`config.mk`:
```
export PLATFORM = sky130hd
export DESIGN_NAME = pipe_hazard_ctrl
export DESIGN_NICKNAME = d
export VERILOG_FILES = /design/src/rtl/pipe_pkg.sv /design/src/rtl/sat_counter.sv /design/src/rtl/pipe_hazard_ctrl.sv
export SDC_FILE = /design/constraint.sdc
export NUM_CORES = 1
export LEC_CHECK = 0
export ABC_AREA = 1
export CORE_ASPECT_RATIO = 1.25
export CORE_MARGIN = 1
export CORE_UTILIZATION = 50
export CTS_CLUSTER_DIAMETER = 80
export DETAILED_ROUTE_END_ITERATION = 6
export GPL_TIMING_DRIVEN = 0
export HOLD_SLACK_MARGIN = 0.05
export PLACE_DENSITY = 0.8
export SYNTH_ARGS = -nofsm -noshare
export SYNTH_HDL_FRONTEND = slang
export SYNTH_HIERARCHICAL = 1
export SYNTH_SLANG_ARGS = --single-unit
```
`constraint.sdc`:
```
create_clock -name clock -period 2.7 [get_ports clock]
set_clock_uncertainty 0.15 [all_clocks]
set_input_delay 0.54 -clock clock [delete_from_list [all_inputs] [get_ports clock]]
set_output_delay 0.54 -clock clock [all_outputs]
set_load 0.02 [all_outputs]
```
`src/rtl/pipe_pkg.sv`:
```
// Shared types and constants for the pipeline hazard/forwarding controller.
package pipe_pkg;

    localparam int unsigned REG_IDX_W = 5;

    localparam logic [1:0] FWD_RF  = 2'b00;
    localparam logic [1:0] FWD_MEM = 2'b01;
    localparam logic [1:0] FWD_WB  = 2'b10;

    localparam logic [REG_IDX_W-1:0] REG_ZERO = 5'd0;

    // valid already folds in "writes the register file"
    typedef struct packed {
        logic                 valid;
        logic [REG_IDX_W-1:0] rd;
        logic                 is_load;
    } sb_entry_t;

    function automatic logic is_producer(input sb_entry_t e, input logic [REG_IDX_W-1:0] r);
        return e.valid && (e.rd == r) && (r != REG_ZERO);
    endfunction

endpackage

```
`src/rtl/sat_counter.sv`:
```
// Saturating up-counter with synchronous reset and clear.
module sat_counter #(
    parameter int unsigned W = 16
) (
    input  logic         clock,
    input  logic         reset,
    input  logic         inc,
    input  logic         clear,
    output logic [W-1:0] count
);

    logic [W-1:0] count_q;
    logic [W-1:0] count_d;

    always_comb begin
        count_d = count_q;
        if (clear) begin
            count_d = '0;
        end else if (inc && (count_q != {W{1'b1}})) begin
            count_d = count_q + 1'b1;
        end
    end

    always_ff @(posedge clock) begin
        if (reset) begin
            count_q <= '0;
        end else begin
            count_q <= count_d;
        end
    end

    assign count = count_q;

endmodule

```
`src/rtl/pipe_hazard_ctrl.sv`:
```
// Load-use stall and EX operand forwarding control for a five-stage pipeline,
// driven by a three-entry destination scoreboard (E, M, W).
module pipe_hazard_ctrl
    import pipe_pkg::*;
#(
    parameter int unsigned REG_W = 5,
    parameter int unsigned CNT_W = 16
) (
    input  logic             clock,
    input  logic             reset,
    input  logic             id_valid,
    input  logic [REG_W-1:0] id_rs,
    input  logic [REG_W-1:0] id_rt,
    input  logic             id_uses_rs,
    input  logic             id_uses_rt,
    input  logic [REG_W-1:0] id_rd,
    input  logic             id_writes,
    input  logic             id_is_load,
    input  logic             flush,
    output logic             stall,
    output logic [1:0]       fwd_a,
    output logic [1:0]       fwd_b,
    output logic [CNT_W-1:0] stall_count
);

    sb_entry_t  e_q, m_q, w_q;
    sb_entry_t  e_d;
    logic [1:0] fwd_a_q, fwd_b_q;
    logic [1:0] sel_a, sel_b;
    logic       accept;

    // W is tracked but resolves to the register file: write-before-read in the same cycle.
    function automatic logic [1:0] fwd_sel(input logic uses, input logic [REG_W-1:0] r);
        logic [1:0] sel;
        sel = FWD_RF;
        if (!uses) begin
            sel = FWD_RF;
        end else if (is_producer(e_q, r) && !e_q.is_load) begin
            sel = FWD_MEM;
        end else if (is_producer(m_q, r)) begin
            sel = FWD_WB;
        end else if (is_producer(w_q, r)) begin
            sel = FWD_RF;
        end
        return sel;
    endfunction

    always_comb begin
        stall = 1'b0;
        if (id_valid && !flush && e_q.is_load) begin
            stall = (id_uses_rs && is_producer(e_q, id_rs)) ||
                    (id_uses_rt && is_producer(e_q, id_rt));
        end
    end

    assign accept = id_valid && !stall && !flush;

    always_comb begin
        sel_a = fwd_sel(id_uses_rs, id_rs);
        sel_b = fwd_sel(id_uses_rt, id_rt);

        e_d         = '0;
        e_d.valid   = accept && id_writes;
        e_d.rd      = id_rd;
        e_d.is_load = id_is_load;
    end

    always_ff @(posedge clock) begin
        if (reset) begin
            e_q     <= '0;
            m_q     <= '0;
            w_q     <= '0;
            fwd_a_q <= FWD_RF;
            fwd_b_q <= FWD_RF;
        end else begin
            e_q     <= e_d;
            m_q     <= e_q;
            w_q     <= m_q;
            fwd_a_q <= accept ? sel_a : FWD_RF;
            fwd_b_q <= accept ? sel_b : FWD_RF;
        end
    end

    assign fwd_a = fwd_a_q;
    assign fwd_b = fwd_b_q;

    sat_counter #(
        .W(CNT_W)
    ) u_stall_cnt (
        .clock(clock),
        .reset(reset),
        .inc  (stall),
        .clear(1'b0),
        .count(stall_count)
    );

endmodule
```
==> results.txt <==
The run finished, with violations left. The final reports fail on DRC. The critical path arrival is 1880 ps.

Leaving out fill and tap cells, the most frequent cells in the layout are sky130_fd_sc_hd__nand2_1 (76), sky130_fd_sc_hd__nor2_1 (58), sky130_fd_sc_hd__clkdlybuf4s50_1 (40), sky130_fd_sc_hd__dfxtp_1 (33), sky130_fd_sc_hd__inv_1 (32). The routed wirelength normalized by instance count is 11.3 um. Setup violations remaining at the end of the flow were counted as 0. The net count of the mapped netlist is 320. The global-route wire length before repair came out at 7890 um. The number of CTS-inserted buffers came out at 5. The clock slew seen by the registers of the worst setup and hold paths is 70 ps. The number of core rows came out at 24. The count of pins on the block boundary is 44. The die extent in x came out at 57.6 um. The cell sitting at the root of the clock tree is a sky130_fd_sc_hd__clkbuf_8. Of the total power, the clock network draws 0.405. The total negative setup slack is 0 ps. The first-pass iteration count of the detailed router came out at 6. The post-route cell area is 0.00255 mm2. The worst slew margin relative to its limit came out at 0.624. The number of antenna cells inserted is 0.

After synthesis, the share of cell area in mux cells is 0. Walking the worst path, the cells encountered are clkdlybuf4s50_1 -> nand2_1 -> nand2_1 -> nand2_1 -> nor2_4 -> nand3_2 -> nand2_2 -> nand2_4 -> clkinvlp_4 -> buf_4. The iteration-0 DRC count of the detailed router came out at 82. The effective utilization at floorplan came out at 0.536. The half-perimeter wire length after placement is 3260 um.

For this design the total switching power over the nets is 0.246 mW. Routability-driven placement finished with a final weighted congestion of 0.872. The max-slew violation total from the final report came out at 0.

The final-layout worst hold slack is 332 ps. The core region area is 0.00360 mm2. The async set-or-reset flop fraction in the synthesized netlist is 0. The worst setup path is launched from a primary input. The TritonCTS clock tree is built. The xor-xnor portion of the synthesized cell area came out at 0.0272. The total overflow left after global routing is 0. The maximum net fanout on the critical path came out at 4. The unique cell type count in the Yosys netlist came out at 32.

The number of buffers added to fix hold violations after cts came out at 0. The worst-case IR drop observed on VDD is 0.212 mV. The net switching fraction of the power came out at 0.240. The gate count of the mapped netlist came out at 296. The maximum number of pins on one net before global-route repair came out at 11. The fraction of met3 tracks used by global routing came out at 0.0505. The met1 layer usage reported by global route is 0.270. Among all flip-flop cells after synthesis, the most frequent one is sky130_fd_sc_hd__dfxtp_1. The initial antenna violation count came out at 0. The cell count of the worst reg-to-reg path came out at 17. The insertion delay to the later sink of the worst-skew pair came out at 290 ps. The delay of the slowest cell on the worst path is 530 ps.

In this run the deepest clock path goes through 2 buffers. The cell count of the worst hold path came out at 2. The slowest stage of the critical path is the sky130_fd_sc_hd__clkdlybuf4s50_1 cell. The internal power of the cells totals 0.780 mW. In this run the cell area of the synthesized design comes to 0.00193 mm2. After global routing, the most crowded layer is met2. The mean area per synthesized cell is 6.53 um2.

The floorplan die area came out at 0.00412 mm2. The synthesis warning total came out at 6. The dominant cell type by count on the critical path is sky130_fd_sc_hd__nand2_1. In the final design database the tool counted 373 nets.

The path class of the tightest hold or removal check is flop to flop. The via count of the first global-routing pass was 1,830. The H-tree was split into 2 levels. The part of the total power dissipated in sequential elements is 0.489.

The number of synthesized register bits came out at 33. The leakage power summed over all cells is 1.10 nW. For this design the ratio of total power to cell area is 402 mW/mm2. The shortest clock period the worst path allows after layout is 2570 ps. Of the total synthesized cell area, the portion taken by AND, OR, NAND and NOR gates is 0.473. The required arrival time at the worst endpoint came out at 2010 ps. The kind of end point of the critical path is an output pin.

The number of enable flip-flop cells after synthesis came out at 0. The DRC violation count after routing came out at 8. The final count of hold timing violations was 0.

The detail route stage leaves a number of antenna-violating nets equal to 0. The power share of the combinational group came out at 0.106. The placed cell area is 0.00241 mm2. The TritonCTS sink count is 33. The sum of buffers and inverters on the critical path is 3.

In the finished design, the share of the clock period the worst path needs comes to 0.953. The kind of cell with the highest combined delay along the critical path is buffers and inverters. The combinational family with the most area after synthesis is simple AND/OR/NAND/NOR gates. The max-capacitance violation count came out at 0.

The detailed-route wire length is 4400 um. Across every metal layer, demand over resource in global routing totals 0.248. The maximum frequency from static timing analysis is 389 MHz. The number of gates on the worst path with buffers counted is 10. The share of the synthesized area in compound gates (AO/OA/AOI/OAI) came to 0.0460.

The area growth from synthesis to layout is 32.2%. The total number of vias is 1,924. The met2 global-route usage is 0.464. Leaving out fill and tap cells, the most frequent cell in the layout is sky130_fd_sc_hd__nand2_1.

The detail-routed via count per cell came out at 4.95. The critical path in this run is classified as primary input to output pin. Of the total synthesized cell area, the portion taken by full adders, half adders and majority gates is 0.00648. The count of input and output buffers is 43. The share of final-layout standard cells stronger than drive strength 1 is 0.166. The share of synthesized area occupied by flip-flops and latches is 0.342. Setup repair after global routing left no endpoint under its margin. The die height came out at 71.5 um.

The transition at the pin with the smallest max-transition slack came out at 561 ps.
[registers in the layout, summed over array words and instances, names as in the netlist]
name	flops
fwd_b	2
e_q	7
fwd_a	2
u_stall_cnt/count	16
m_q	6
[layout make-up]
type                    count  area [um2]
clock buffers               7        96.3
fillers                   310        1050
multi-input cells         214        1080
flip-flops and latches     33         661
repair buffers             46         455
inverters                  46         176
clock inverters             1        5.00
plain buffers               3        26.3
well taps                  39        48.8
[cells by family after synthesis]
kind of cell / count (synthesis)
AOI/OAI and AO/OA: 16
xor gates and xnor gates: 6
adders and majority gates: 1
buffers and inverters: 49
DFF: 33
other: 1
and+or+nand+nor: 190
[per-layer routing]
layer | vias up | part of all wire | routed length [um]
met1 | 862 | 0.41 | 1800
met2 | 45 | 0.52 | 2290
li1 | 1004 | - | -
met3 | 13 | 0.046 | 202
met5 | - | 0 | 0
met4 | 0 | 0.024 | 106
[metrics by stage]
step	power, mW	utilization	std cells	setup WS [ps]
6_report	1.03	0.709	389	127
5_1_grt	1.07	0.709	389	4.44
4_1_cts	1.04	0.702	388	39.2
3_5_place_dp	0.621	0.669	378	-534
3_3_place_gp	0.619	0.669	378	-543
2_1_floorplan	0.569	-	296	508
[repair_timing]
action                     4_1_cts  5_1_grt
gates cloned                     0        0
resized for setup                6        6
setup endpoints to repair        1       10
pin swaps                        1        1
buffers inserted                 2        1
hold endpoints to repair         0        0
[worst register-to-register path, cell delays in order (launching register included)]
cell                         delay, ps
sky130_fd_sc_hd__dfxtp_1           350
sky130_fd_sc_hd__inv_1              80
sky130_fd_sc_hd__nand2_1            60
sky130_fd_sc_hd__nand2_1            50
sky130_fd_sc_hd__inv_1              40
sky130_fd_sc_hd__nand2_1            70
sky130_fd_sc_hd__nor2_4            140
sky130_fd_sc_hd__nand3_2            80
sky130_fd_sc_hd__nand2_2            90
sky130_fd_sc_hd__nand2_4            70
sky130_fd_sc_hd__clkinvlp_4         80
sky130_fd_sc_hd__buf_4             110
sky130_fd_sc_hd__buf_4             120
sky130_fd_sc_hd__nand3_1           160
sky130_fd_sc_hd__nor2_1            210
sky130_fd_sc_hd__nand3_1           100
sky130_fd_sc_hd__nand2_1            60
sky130_fd_sc_hd__nor2_1             30
[power by group through the flow]
stage	Clock, mW	Combinational (mW)	Sequential [mW]
after CTS	0.426	0.109	0.502
after global routing	0.445	0.123	0.502
after global placement	0	0.107	0.512
after detailed placement	0	0.108	0.513
after floorplan	0	0.0573	0.511
final	0.416	0.109	0.502
[cells in the mapped netlist (2+ instances only)]
cell | n | area, um2
sky130_fd_sc_hd__a21oi_1 | 8 | 40.0
sky130_fd_sc_hd__nand2_2 | 2 | 12.5
sky130_fd_sc_hd__nor2_2 | 10 | 62.6
sky130_fd_sc_hd__xnor2_1 | 5 | 43.8
sky130_fd_sc_hd__o21ai_0 | 5 | 25.0
sky130_fd_sc_hd__nand3b_1 | 2 | 15.0
sky130_fd_sc_hd__nand2_4 | 3 | 33.8
sky130_fd_sc_hd__nand3_1 | 19 | 95.1
sky130_fd_sc_hd__nand3_2 | 4 | 40.0
sky130_fd_sc_hd__nor2_1 | 59 | 221
sky130_fd_sc_hd__dfxtp_1 | 33 | 661
sky130_fd_sc_hd__inv_2 | 11 | 41.3
sky130_fd_sc_hd__nand4_1 | 3 | 18.8
sky130_fd_sc_hd__nor2_4 | 5 | 56.3
sky130_fd_sc_hd__inv_1 | 34 | 128
sky130_fd_sc_hd__buf_6 | 2 | 22.5
sky130_fd_sc_hd__nand2_1 | 76 | 285
[final timing paths]
path / startpoint / to / slack, ps
min: e_q[5] / m_q[5] / 330
max: id_rt[2] / stall / 130
max reg2reg: e_q[2] / u_stall_cnt/count[13] / 530
min reg2reg: e_q[5] / m_q[5] / 330
(Power assumes the default switching activity.)
